`src/rtl/snake_pkg.sv`:
```
// Shared snake-game definitions.
// Contents:
//   - Grid geometry constants: GRID_BITS, IDX_BITS, CELLS.
//   - The food placer state encoding.
//   - cell_idx: packs a (y, x) coordinate pair into a linear cell index.
package snake_pkg;

  localparam int GRID_BITS = 3;
  localparam int IDX_BITS  = 2 * GRID_BITS;
  localparam int CELLS     = 64;

  typedef enum logic [1:0] {
    IDLE  = 2'd0,
    CHECK = 2'd1,
    SCAN  = 2'd2
  } state_t;

  // Cell index is {y,x}: y selects the row of 8, x the column.
  function automatic logic [IDX_BITS-1:0] cell_idx(
    input logic [GRID_BITS-1:0] y,
    input logic [GRID_BITS-1:0] x
  );
    return {y, x};
  endfunction

endpackage

```
`src/rtl/cell_lookup.sv`:
```
// Combinational 64:1 occupancy lookup.
// Ports:
//   occupied - snake body bitmap (bit = y*8 + x)
//   idx      - cell index to test
//   hit      - 1 when the addressed cell holds snake body
module cell_lookup
  import snake_pkg::*;
(
  input  logic [CELLS-1:0]    occupied,
  input  logic [IDX_BITS-1:0] idx,
  output logic                hit
);

  assign hit = occupied[idx];

endmodule

```
`src/rtl/food_placer.sv`:
```
// Food placer: picks a free cell for new food.
// Random (x,y) candidates are tried up to MAX_TRIES times. If all of them
// are rejected, a linear scan of every cell starts just after the last
// candidate, so placement always terminates.
// Ports:
//   clk, reset           - clock; synchronous active-low reset
//   rand_x, rand_y       - free-running random coordinates
//   occupied             - snake body bitmap (bit = y*8 + x)
//   place_req            - one-cycle placement request
//   food_x, food_y       - committed food position
//   food_valid           - committed position is legal
//   busy                 - search in progress (requests ignored)
//   board_full           - no free cell exists
module food_placer
  import snake_pkg::*;
#(
  parameter int MAX_TRIES = 8
) (
  input  logic                 clk,
  input  logic                 reset,
  input  logic [GRID_BITS-1:0] rand_x,
  input  logic [GRID_BITS-1:0] rand_y,
  input  logic [CELLS-1:0]     occupied,
  input  logic                 place_req,
  output logic [GRID_BITS-1:0] food_x,
  output logic [GRID_BITS-1:0] food_y,
  output logic                 food_valid,
  output logic                 busy,
  output logic                 board_full
);

  localparam logic [7:0] TRY_LIMIT = 8'(MAX_TRIES);

  state_t              state;
  logic [IDX_BITS-1:0] cand;
  logic [IDX_BITS-1:0] scan_idx;
  logic [IDX_BITS-1:0] look_idx;
  logic [7:0]          try_cnt;
  logic [5:0]          scan_cnt;
  logic                hit;

  // Single lookup port shared by the random-check and scan paths.
  always_comb begin
    look_idx = cand;
    if (state == SCAN) begin
      look_idx = scan_idx;
    end else begin
      look_idx = cand;
    end
  end

  cell_lookup u_lookup (
    .occupied (occupied),
    .idx      (look_idx),
    .hit      (hit)
  );

  // Placement FSM with registered outputs.
  always_ff @(posedge clk) begin
    if (!reset) begin
      state      <= IDLE;
      cand       <= 6'd0;
      scan_idx   <= 6'd0;
      try_cnt    <= 8'd0;
      scan_cnt   <= 6'd0;
      food_x     <= 3'd0;
      food_y     <= 3'd0;
      food_valid <= 1'b0;
      busy       <= 1'b0;
      board_full <= 1'b0;
    end else begin
      case (state)
        IDLE: begin
          if (place_req) begin
            cand       <= cell_idx(rand_y, rand_x);
            try_cnt    <= 8'd1;
            food_valid <= 1'b0;
            board_full <= 1'b0;
            busy       <= 1'b1;
            state      <= CHECK;
          end
        end
        CHECK: begin
          if (!hit) begin
            food_y     <= cand[5:3];
            food_x     <= cand[2:0];
            food_valid <= 1'b1;
            busy       <= 1'b0;
            state      <= IDLE;
          end else if (try_cnt < TRY_LIMIT) begin
            cand    <= cell_idx(rand_y, rand_x);
            try_cnt <= try_cnt + 8'd1;
          end else begin
            // 6-bit add wraps 63 -> 0 naturally.
            scan_idx <= cand + 6'd1;
            scan_cnt <= 6'd0;
            state    <= SCAN;
          end
        end
        SCAN: begin
          if (!hit) begin
            food_y     <= scan_idx[5:3];
            food_x     <= scan_idx[2:0];
            food_valid <= 1'b1;
            busy       <= 1'b0;
            state      <= IDLE;
          end else if (scan_cnt == 6'd63) begin
            // Every cell has been visited once and all are occupied.
            board_full <= 1'b1;
            food_valid <= 1'b0;
            busy       <= 1'b0;
            state      <= IDLE;
          end else begin
            scan_idx <= scan_idx + 6'd1;
            scan_cnt <= scan_cnt + 6'd1;
          end
        end
        default: begin
          state <= IDLE;
          busy  <= 1'b0;
        end
      endcase
    end
  end

endmodule

```
`config.mk`:
```
export PLATFORM = sky130hd
export DESIGN_NAME = food_placer
export DESIGN_NICKNAME = d
export VERILOG_FILES = /design/src/rtl/snake_pkg.sv /design/src/rtl/cell_lookup.sv /design/src/rtl/food_placer.sv
export SDC_FILE = /design/constraint.sdc
export NUM_CORES = 1
export LEC_CHECK = 0
export ABC_AREA = 1
export BUFFER_PORTS_ARGS = -buffer_cell sky130_fd_sc_hd__buf_4
export CORE_UTILIZATION = 45
export CTS_CLUSTER_SIZE = 10
export DETAILED_ROUTE_END_ITERATION = 16
export PLACE_DENSITY_LB_ADDON = 0.15
export SLEW_MARGIN = 20
export SYNTH_ARGS = -nofsm -noshare
export SYNTH_HDL_FRONTEND = slang
export SYNTH_SLANG_ARGS = --single-unit
```
`constraint.sdc`:
```
create_clock -name clk -period 3.1 [get_ports clk]
set_clock_uncertainty 0.1 [all_clocks]
set_input_delay 0.775 -clock clk [delete_from_list [all_inputs] [get_ports clk]]
set_output_delay 0.775 -clock clk [all_outputs]
set_load 0.02 [all_outputs]
```
After elaboration in Yosys (flattened, before gate mapping)
Index checks and enable logic that the tools add are counted.
{"block": "classes", "add_sub_neg": 4, "bitwise_logic": 0, "order_cmp": 2, "n_eq_ne": 14, "n_div": 0, "reduce_logical": 12, "multipliers": 0, "muxes": 45, "shift": 0}
{"op": "$mux W6", "count": 12}
{"op": "$pmux W6 S2", "count": 3}
{"op": "$mux W8", "count": 3}
{"op": "$add A6 B1 Y6 const B", "count": 3}
{"op": "$ne A2 B2 Y1 const B", "count": 8}
{"op": "$pmux W8 S2", "count": 1}
{"op": "$mux W3", "count": 4}
{"op": "$pmux W3 S2", "count": 2}
{"op": "$reduce_and A4 Y1", "count": 3}
{"op": "$mux W1", "count": 10}
{"op": "$mux W2", "count": 5}
{"op": "$reduce_and A3 Y1", "count": 3}
{"op": "$add A8 B1 Y8 const B", "count": 1}
{"op": "$lt A8 B4 Y1 const B", "count": 1}
{"op": "$lt A6 B7 Y1 const B", "count": 1}
{"op": "$bmux W1 S6", "count": 1}
{"op": "$eq A6 B6 Y1 const B", "count": 1}
{"op": "$pmux W1 S3", "count": 2}
{"op": "$pmux W2 S3", "count": 1}
{"op": "$reduce_bool A2 Y1", "count": 3}
{"op": "$reduce_and A5 Y1", "count": 1}
{"op": "$ne A3 B2 Y1 const B", "count": 1}
{"op": "$ne A3 B3 Y1 const B", "count": 1}
{"op": "$reduce_bool A3 Y1", "count": 1}
{"op": "other kinds (5)", "count": 5}
{"block": "totals", "in_bits": 73, "mem_count": 0, "ramBits": 0, "word_cells": 87, "register_bits": 37, "latchBits": 0, "output_inout_bits": 9, "rom_bits": 0}

Logic depth before layout (Yosys ltp)
Gate-level depths: netlist of run 1.
{"block": "logic_depth", "ltp_word": 6, "mapped_depth": 23, "mapped_depth_nobuf": 20}

By module
Synthesis of run 1 repeated with hierarchy kept, for this count alone.
{"block": "unflattened", "cells_unflattened": 426, "area_unflattened_um2": 2652.5}
{"module": "food_placer", "cells_per_inst": 274, "n_inst": 1, "seq_area_each_um2": 740.7, "area_per_inst_um2": 1955.6}
{"module": "cell_lookup", "cells_per_inst": 152, "n_inst": 1, "seq_area_each_um2": 0.0, "area_per_inst_um2": 696.9}

Worst setup path before layout of run 1
No wires, ideal clock.
{"block": "synth_path", "path_type": "reg-to-reg", "startpoint": "register state[0]", "endpoint": "register scan_idx[4]", "required_ps": 2884, "slack_ps": 652, "setup_time_ps": 116, "n_path_buf": 4, "synth_period_minus_slack_ps": 2448, "path_stages_with_launch": 23, "t_arrival_ps": 2232, "path_cell_list": "dfxtp_1 > inv_1 > ha_1 > buf_4 > inv_2 > buf_6 > nand2_4 > nand2_4 > buf_6 > inv_6 > nand2_8 > nor2_1 > nor2_1 > nand2_1 > nand3_1 > nand3_2 > nand2_2 > o21ai_4 > nand2_4 > inv_2 > buf_6 > nor2_1 > nor2_1"}
{"block": "synth_between", "elab_chain_cells": 6, "word_cells_on_any_way": 12, "classes_between": "eq/ne: 6; mux: 4; reduce/logical: 2"}
{"item": "start, declared", "line": "food_placer.sv:34", "rtl": "state_t state;"}
{"item": "start signal, assigned", "line": "food_placer.sv:61", "rtl": "state <= IDLE;"}
{"item": "start signal, assigned", "line": "food_placer.sv:80", "rtl": "state <= CHECK;"}
{"item": "start signal, assigned", "line": "food_placer.sv:89", "rtl": "state <= IDLE;"}
{"item": "$eq A2 B2 Y1", "line": "food_placer.sv:45, food_placer.sv:72"}
{"item": "$mux W6", "line": "food_placer.sv:45", "rtl": "if (state == SCAN) begin"}
{"item": "$bmux W1 S6", "line": "cell_lookup.sv:14", "rtl": "assign hit = occupied[idx];"}
{"item": "$mux W1 (not written as such)", "line": "cell_lookup.sv:14"}
{"item": "$ne A2 B2 Y1 (no line)"}
{"item": "$reduce_and A5 Y1 (no line)"}
{"item": "end signal, assigned", "line": "food_placer.sv:95", "rtl": "scan_idx <= cand + 6'd1;"}
{"item": "end signal, assigned", "line": "food_placer.sv:114", "rtl": "scan_idx <= scan_idx + 6'd1;"}
{"item": "end, declared", "line": "food_placer.sv:36", "rtl": "logic [IDX_BITS-1:0] scan_idx;"}
Parallel ways exist; a longest one is shown, timed or not. The select of a mux whose other input is x is not followed.
A chain may end at the register's enable or synchronous reset.

Worst setup path after layout of run 1
Ends and elaborated chain as after synthesis.

==> impl.org, run 1 <==
** Logic synthesis
- Post-Synthesis Net Count :: 498
- Largest area contributor in the netlist :: sky130_fd_sc_hd__dfxtp_1
- The portion of synthesized area spent on multiplexers is 0%.
- In the synthesized netlist, the number of instances is 418.
- In the synthesized netlist the async set-or-reset flop fraction comes to 0%.
- Yosys mapped the design onto 33 distinct sky130hd cell types.
- After synthesis, the most frequently instantiated cells are sky130_fd_sc_hd__nand2_1, sky130_fd_sc_hd__nor2_1, sky130_fd_sc_hd__nand3_1.
- Mapped Avg Cell Area :: 6.18 sq um
- After synthesis, the cell types taking the most area are sky130_fd_sc_hd__dfxtp_1, sky130_fd_sc_hd__nand2_1, sky130_fd_sc_hd__nand3_1.
- Simple-Gate Fraction of Synth Area :: 44.2%
- The synthesized design devotes to its leading area cell type 28.7% of total area.
- In the synthesized netlist the dominant register cell turns out to be sky130_fd_sc_hd__dfxtp_1.
- Most repeated cell in the gate-level netlist after synthesis :: sky130_fd_sc_hd__nand2_1
- Synthesized-area fraction occupied by adder cells :: 3.39%
- In this run, synthesis inferred 0 flip-flops with an integrated enable.
- Of the total synthesized cell area, the portion taken by XOR and XNOR cells is 1.36%.
- After synthesis the netlist holds a flip-flop and latch count of 37.
- During synthesis, Yosys emitted a total of 0 warnings.
- Summing the areas of all compound-gate instances in the mapped netlist gives 12.1% of the synthesized area.
- The synthesized netlist occupies a cell area of 2580 sq um.
- Share of the yosys chip area belonging to registers :: 28.7%
- By area, the combinational part of the netlist is dominated by simple AND/OR/NAND/NOR gates.

** Timing
- Worst Max-Slew Pin Slew :: 0.514 ns
- Post-route setup slack :: 0.234 ns
- Total setup violations reported at the end of the flow :: 0
- Final-report max-slew violation count :: 0
- Maximum clock frequency :: 349 MHz
- The clock period could shrink to 2.87 ns.
- RSZ-0062 raised after global routing :: false
- Worst max-slew margin expressed relative to the limit :: 65.4%
- Period utilisation layout :: 92.4%
- The final hold violation count was 0.

** Worst setup path
- Walking the worst path, the cells encountered are inv_1 -> ha_2 -> buf_4 -> nand2_1 -> nand2_4 -> inv_1 -> nand3_1 -> nand3_1 -> nand3_1 -> nand3_1 -> nand3_2 -> nand2_2 -> o21ai_4 -> nand2_4 -> o21ai_0 -> nor2_1.
- Counting both buffers and inverters, the worst setup path holds a total of 3.
- On the critical path the largest part of the delay comes from simple AND/OR/NAND/NOR gates.
- Class of the most critical setup path :: reg2reg
- Most used cell along the critical path :: sky130_fd_sc_hd__nand3_1
- Slowest stage delay, CP :: 0.34 ns
- Worst Path Required :: 3.19 ns
- The worst setup path is captured at a register.
- In this run the worst path has a maximum fanout of 13.
- Worst setup SP type :: register
- Cell with the largest stage delay on the worst path :: sky130_fd_sc_hd__dfxtp_1
- Arrival time of the worst setup path :: 2.96 ns

** Placed design
- Placement-stage cell area :: 3170 sq um
- I/O Buffers :: 81
- Once detailed placement completed, the half-perimeter wirelength came to 5170 microns.
- At the placement stage, the worst setup path has a slack of -0.0595 ns.
- At the end of routability-driven placement, the weighted congestion stood at 0.796.

** Detailed routing
- First-iteration detailed-routing DRC count :: 201
- Aggregate routed wire length :: 6760 microns
- Dividing the detail-routed via count by the number of cells gives 4.95.
- The first detailed-routing pass ran for 4 iterations.
- After detailed routing, the average wire length per cell comes to 11.9 microns.
- DRC violations left :: 0
- Total number of vias :: 2817
- The detail route stage leaves a number of antenna-violating nets equal to 0.

** Clock network
- Maximum buffer depth of the clock tree :: 2
- Number of buffers added by the clock tree synthesis step :: 5
- CTS saw 37 sinks.
- Worst-Skew Late Latency :: 0.30 ns
- Clock-pin slew was measured on the worst setup and hold paths at 0.08 ns.
- CTS tree :: built
- Hold repair after CTS inserted 0 buffers.
- Root Buffer Master :: sky130_fd_sc_hd__clkbuf_8
- H-Tree Level Count :: 2

** Global routing
- Maximum number of pins on one net before global-route repair :: 34
- Global routing finished with a remaining overflow of 0.
- Global-route wire length before repair :: 11600 microns
- Number of antenna violations at the first check in global routing :: 0
- Global routing used 24.0% of the available tracks.
- Number of global-route vias before repair :: 2630

** Layout
- Number of diodes added for antenna fixing :: 0
- From synthesis to final layout, the design area changed by 29.4%.
- The finished cells cover 3340 sq um.
- Of the cells placed in the final design, the portion with a size suffix greater than 1 is 24.3%.
- After the last flow step, the layout net total stands at 576.
- Core utilization of the finished layout :: 60.7%

** Die
- The die is 77.8 microns tall.
- Width of the chip :: 77.8 microns
- The initialized floorplan defines 27 standard-cell rows.
- The die covers 6050 sq um.
- After floorplanning, the core was sized to cover 5510 sq um.
- The initial utilization of the core area, before any placement, comes to 46.9%.
- 82 I/O pins were placed.

** Power
- Overall power consumption after layout is estimated at 2.93 mW.
- Power spread over the standard cell area amounts to 876 nW/um^2.
- Standby leakage power :: 1.62 nW
- VDD IR-drop max :: 0.000512 V

** Run
- Max-cap violations in this run came to 0.

** Run status
- Outcome :: complete, no violations

** Min path
- The min-delay analysis places its worst path in the category reg2reg.
-- state kept, by name, indices dropped and copies added (netlist names) --
name / cells
cand: 6
food_y: 3
busy: 1
scan_cnt: 6
food_valid: 1
try_cnt: 8
scan_idx: 6
board_full: 1
food_x: 3
state: 2
-- final cells by class --
type                       instances  area (sq um)
fill                             557          2160
multi-input combinational        331          1590
sequential                        37           741
timing repair buffer              88           673
inverter                          33           134
tap                               72          90.1
clock buffer                       5          68.8
clock inverter                     3          46.3
-- tightest hold or removal path: stages (launching register included) --
cell and delay, ns:
sky130_fd_sc_hd__dfxtp_1 0.32, sky130_fd_sc_hd__nand2_1 0.06, sky130_fd_sc_hd__nor2_1 0.03
-- placed cells by master, fill, tap and decap left out, types with 2 or more instances in the layout --
master                     instances
sky130_fd_sc_hd__buf_4            87
sky130_fd_sc_hd__a21o_1            2
sky130_fd_sc_hd__nand2_4           6
sky130_fd_sc_hd__nand2_2           4
sky130_fd_sc_hd__nand2_1         140
sky130_fd_sc_hd__xor2_1            3
sky130_fd_sc_hd__o21ai_0          12
sky130_fd_sc_hd__o21ai_1          10
sky130_fd_sc_hd__inv_1            28
sky130_fd_sc_hd__nand3_1          46
sky130_fd_sc_hd__a21oi_2           3
sky130_fd_sc_hd__dfxtp_1          37
sky130_fd_sc_hd__inv_4             2
sky130_fd_sc_hd__ha_1              6
sky130_fd_sc_hd__a21oi_1          27
sky130_fd_sc_hd__nand3_2           2
sky130_fd_sc_hd__clkbuf_8          5
sky130_fd_sc_hd__nor2_1           59
-- worst paths after layout --
check,slack (ns),start,depth (start not counted),to
worst max-delay path,0.23,state[0],16,scan_idx[4]
worst min-delay path,0.34,try_cnt[4],2,try_cnt[4]
worst max register to register,0.23,state[0],16,scan_idx[4]
worst min register to register,0.34,try_cnt[4],2,try_cnt[4]
-- where the power goes --
| group | switching (mW) | internal [mW] | leakage, nW |
|---|---|---|---|
| Combinational | 1.17 | 0.659 | 1.26 |
| Clock | 0.182 | 0.241 | 0.0543 |
| Sequential | 0.0740 | 0.604 | 0.303 |
-- kinds of logic (layout without fill, tap and decap cells) --
family	Yosys count	in the layout
compound gates	56	56
xor+xnor	4	4
fa+ha+maj	7	7
buf+inv	50	129
flops	37	37
simple gates	264	264
-- routing by layer --
layer	GRT usage (%)	part of all wire, %
met1	31.4	46
met2	39.3	47
met3	4.35	4.7
met4	8.30	2.2
met5	0	0
-- stage by stage --
step	hold slack, ns	setup TNS [ns]	std cells
6_report	0.341	0	569
2_1_floorplan	0.316	0	418
3_3_place_gp	0.329	-0.00891	556
4_1_cts	0.348	0	564
5_1_grt	0.367	0	569
3_5_place_dp	0.336	-0.144	556
-- timing repair --
action / CTS / global route
gates resized for setup: 2 / 4
cloned: 0 / 0
setup buffers: 0 / 5
setup endpoints to repair: 6 / 33
pin swaps: 0 / 1
Power figures use the tool's default switching activity.
==> run 2: changes to the inputs <==
--- a/config.mk
+++ b/config.mk
@@ -7,7 +7,8 @@
 export LEC_CHECK = 0
 export ABC_AREA = 1
 export BUFFER_PORTS_ARGS = -buffer_cell sky130_fd_sc_hd__buf_4
-export CORE_UTILIZATION = 45
+export CAP_MARGIN = 10
+export CORE_UTILIZATION = 51
 export CTS_CLUSTER_SIZE = 10
 export DETAILED_ROUTE_END_ITERATION = 16
 export PLACE_DENSITY_LB_ADDON = 0.15
==> run 2 against run 1 <==
Flip-flop and latch count unchanged; hold slack about the same; wire length decreased by 0.24%; register-to-register slack about the same; first-iteration DRC count decreased by 13%; cell count increased by 0.35%; core utilization increased by 9.7 points; die area decreased by 11%; via count increased by 3.1%; critical path type unchanged; critical endpoint is now cand[2]; highest routed layer unchanged.
==> impl.org, run 2 (synthesis gave the netlist of run 1 again) <==
** Detailed routing
- Total number of vias :: 2903
- After detailed routing, the average wire length per cell comes to 11.8 microns.
- Dividing the detail-routed via count by the number of cells gives 5.08.
- Detailed Routing Iterations Pass 1 :: 5
- In this run, the number of DRC markers left after iteration 0 of detailed routing was 175.
- Once detail routing completed, the nets flagged for antenna violations numbered 0.
- Aggregate routed wire length :: 6740 microns
- After detailed routing, the number of remaining DRC violations is 0.

** Timing
- Period utilisation layout :: 92.7%
- The final hold violation count came to 0.
- Worst max-slew margin expressed relative to the limit :: 64.6%
- Based on the critical path, the design can be clocked at up to 348 MHz.
- Post-route setup slack :: 0.225 ns
- For the final routed database, the setup TNS stands at 0 ns.
- The clock period could shrink to 2.87 ns.
- At the pin with the least slew margin, the transition time is 0.531 ns.
- Setup violations remaining at the end of the flow were counted as 0.
- Final-report max-slew violation count :: 0

** Layout
- The repair_antennas step left the layout with diodes totalling 0.
- After the last flow step, the layout net total stands at 584.
- Area delta synth->final :: 30.4%
- The post-route netlist has 25.0% of its cells at a drive strength greater than 1.
- try_cnt holds more flip-flops than any other register.
- Most frequent standard cell in the layout excluding fill and tap cells :: sky130_fd_sc_hd__nand2_1
- The register with the most flip-flops in the layout has 8 of them.
- Commonest cells after routing, fill and taps aside :: sky130_fd_sc_hd__nand2_1, sky130_fd_sc_hd__buf_4, sky130_fd_sc_hd__nor2_1

** Die
- Core region area :: 4790 sq um
- Width of the chip :: 73.2 microns
- During I/O placement, the number of pins put on the boundary was 82.
- In this run the core area contains 25 standard-cell rows.
- In this run the vertical extent of the chip is 73.2 microns.
- Starting density of the core :: 54.0%
- Full die area :: 5350 sq um

** Global routing
- Total Routing Usage GR :: 26.4%
- Global routing usage on met1 :: 34.7%
- The first global-routing pass estimated 11100 microns of wire.
- Global-route met3 utilization :: 4.83%
- After global routing, the most crowded layer is met2.
- Overflow left after global routing :: 0
- Number of global-route vias before repair :: 2604
- For this run, global-route usage on met2 was measured as 44.9%.
- Maximum number of pins on one net before global-route repair :: 32
- The number of antenna violations at the first check in global routing came to 0.

** Clock network
- In this run the deepest clock path goes through 2 buffers.
- CTS saw 37 sinks.
- After clock tree synthesis, the clock-pin slew on the worst setup and hold paths is 0.07 ns.
- Number of buffers added by the clock tree synthesis step :: 5
- The clock reaches the later pin of the worst-skew pair after 0.28 ns.
- CTS placed an instance of sky130_fd_sc_hd__clkbuf_8 at the clock tree root.
- TritonCTS built the clock tree.
- H-Tree Level Count :: 2

** Power
- VDD IR-drop max :: 0.000672 V
- Sw Share :: 48.9%
- Ratio of total power to cell area :: 864 nW/um^2
- Internal power contribution :: 1.49 mW
- Standby leakage power :: 1.64 nW
- Comb power frac :: 65.2%
- Registers are responsible for 23.3% of the overall power.
- Switching Power :: 1.42 mW
- Clock group share of total power :: 11.5%

** Placed design
- I/O Buffers :: 81
- Global placement routability congestion :: 0.897
- Place WS :: 0.190 ns
- Placed wire-length estimate after detailed placement :: 5150 microns

** Run status
- Outcome :: complete, no violations

** Worst setup path
- Worst setup SP type :: register
- Worst Path Required :: 3.22 ns
- Critical path capture point type :: register
- Arrival time of the worst setup path :: 2.99 ns
- The worst setup path is of the reg2reg kind.
- Maximum fanout along the worst path :: 31

** Run
- Maxcap violations :: 0

** Min path
- The min-delay analysis places its worst path in the category reg2reg.
-- run 2: cell type report --
type                       count  area (sq um)
multi-input combinational    332          1590
inverter                      33           131
sequential                    37           741
tap                           67          83.8
clock buffer                   7          86.3
fill                         461          1420
timing repair buffer          95           738
-- run 2: per-layer routing --
metal  share of wire, %  up-vias
met5                  0        -
met4                1.3        0
met3                5.5       12
met2                 49       91
met1                 45     1306
li1                   -     1494
-- run 2: worst max-delay path, stage by stage (launching register included) --
cell and delay (ns):
sky130_fd_sc_hd__dfxtp_1 0.39, sky130_fd_sc_hd__inv_1 0.08, sky130_fd_sc_hd__ha_1 0.28, sky130_fd_sc_hd__inv_2 0.15, sky130_fd_sc_hd__nand2_1 0.14, sky130_fd_sc_hd__nand2_2 0.13, sky130_fd_sc_hd__buf_12 0.18, sky130_fd_sc_hd__nand2_1 0.07
sky130_fd_sc_hd__nand2_1 0.08, sky130_fd_sc_hd__nor2_1 0.04, sky130_fd_sc_hd__nor2_1 0.14, sky130_fd_sc_hd__nand2_1 0.08, sky130_fd_sc_hd__nand3_1 0.10, sky130_fd_sc_hd__nand3_2 0.10, sky130_fd_sc_hd__nand2_2 0.12, sky130_fd_sc_hd__nand2_1 0.10
sky130_fd_sc_hd__nand2_4 0.14, sky130_fd_sc_hd__buf_4 0.18, sky130_fd_sc_hd__o21ai_0 0.08, sky130_fd_sc_hd__a21oi_1 0.13
-- run 2: timing repair --
action,4_1_cts,5_1_grt
hold buffers,0,0
gates resized for setup,0,2
setup buffers,0,6
setup endpoints to repair,0,19
-- run 2: path summary, 6_finish.rpt --
| kind | from | slack (ns) | to | depth (start not counted) |
|---|---|---|---|---|
| max reg2reg | state[0] | 0.23 | cand[2] | 19 |
| max | state[0] | 0.23 | cand[2] | 19 |
| min reg2reg | try_cnt[7] | 0.34 | try_cnt[7] | 2 |
| min | try_cnt[7] | 0.34 | try_cnt[7] | 2 |
-- run 2: power groups by stage --
stage               logic, mW  registers [mW]  clock network, mW
floorplan                1.39           0.708                  0
global placement         1.75           0.681                  0
detailed placement       1.78           0.685                  0
CTS                      1.79           0.676              0.342
global route             2.12           0.693              0.366
finish                   1.90           0.678              0.335
-- run 2: stage by stage --
step	hold WS [ns]	util [%]	area, sq um	std cells	power (mW)
after CTS	0.340	69.2	3310	564	2.81
after global placement	0.328	67.3	3220	557	2.43
after global routing	0.368	70.4	3370	571	3.18
final	0.341	70.4	3370	571	2.91
after floorplan	0.316	-	2580	418	2.09
after detailed placement	0.328	67.3	3220	557	2.46
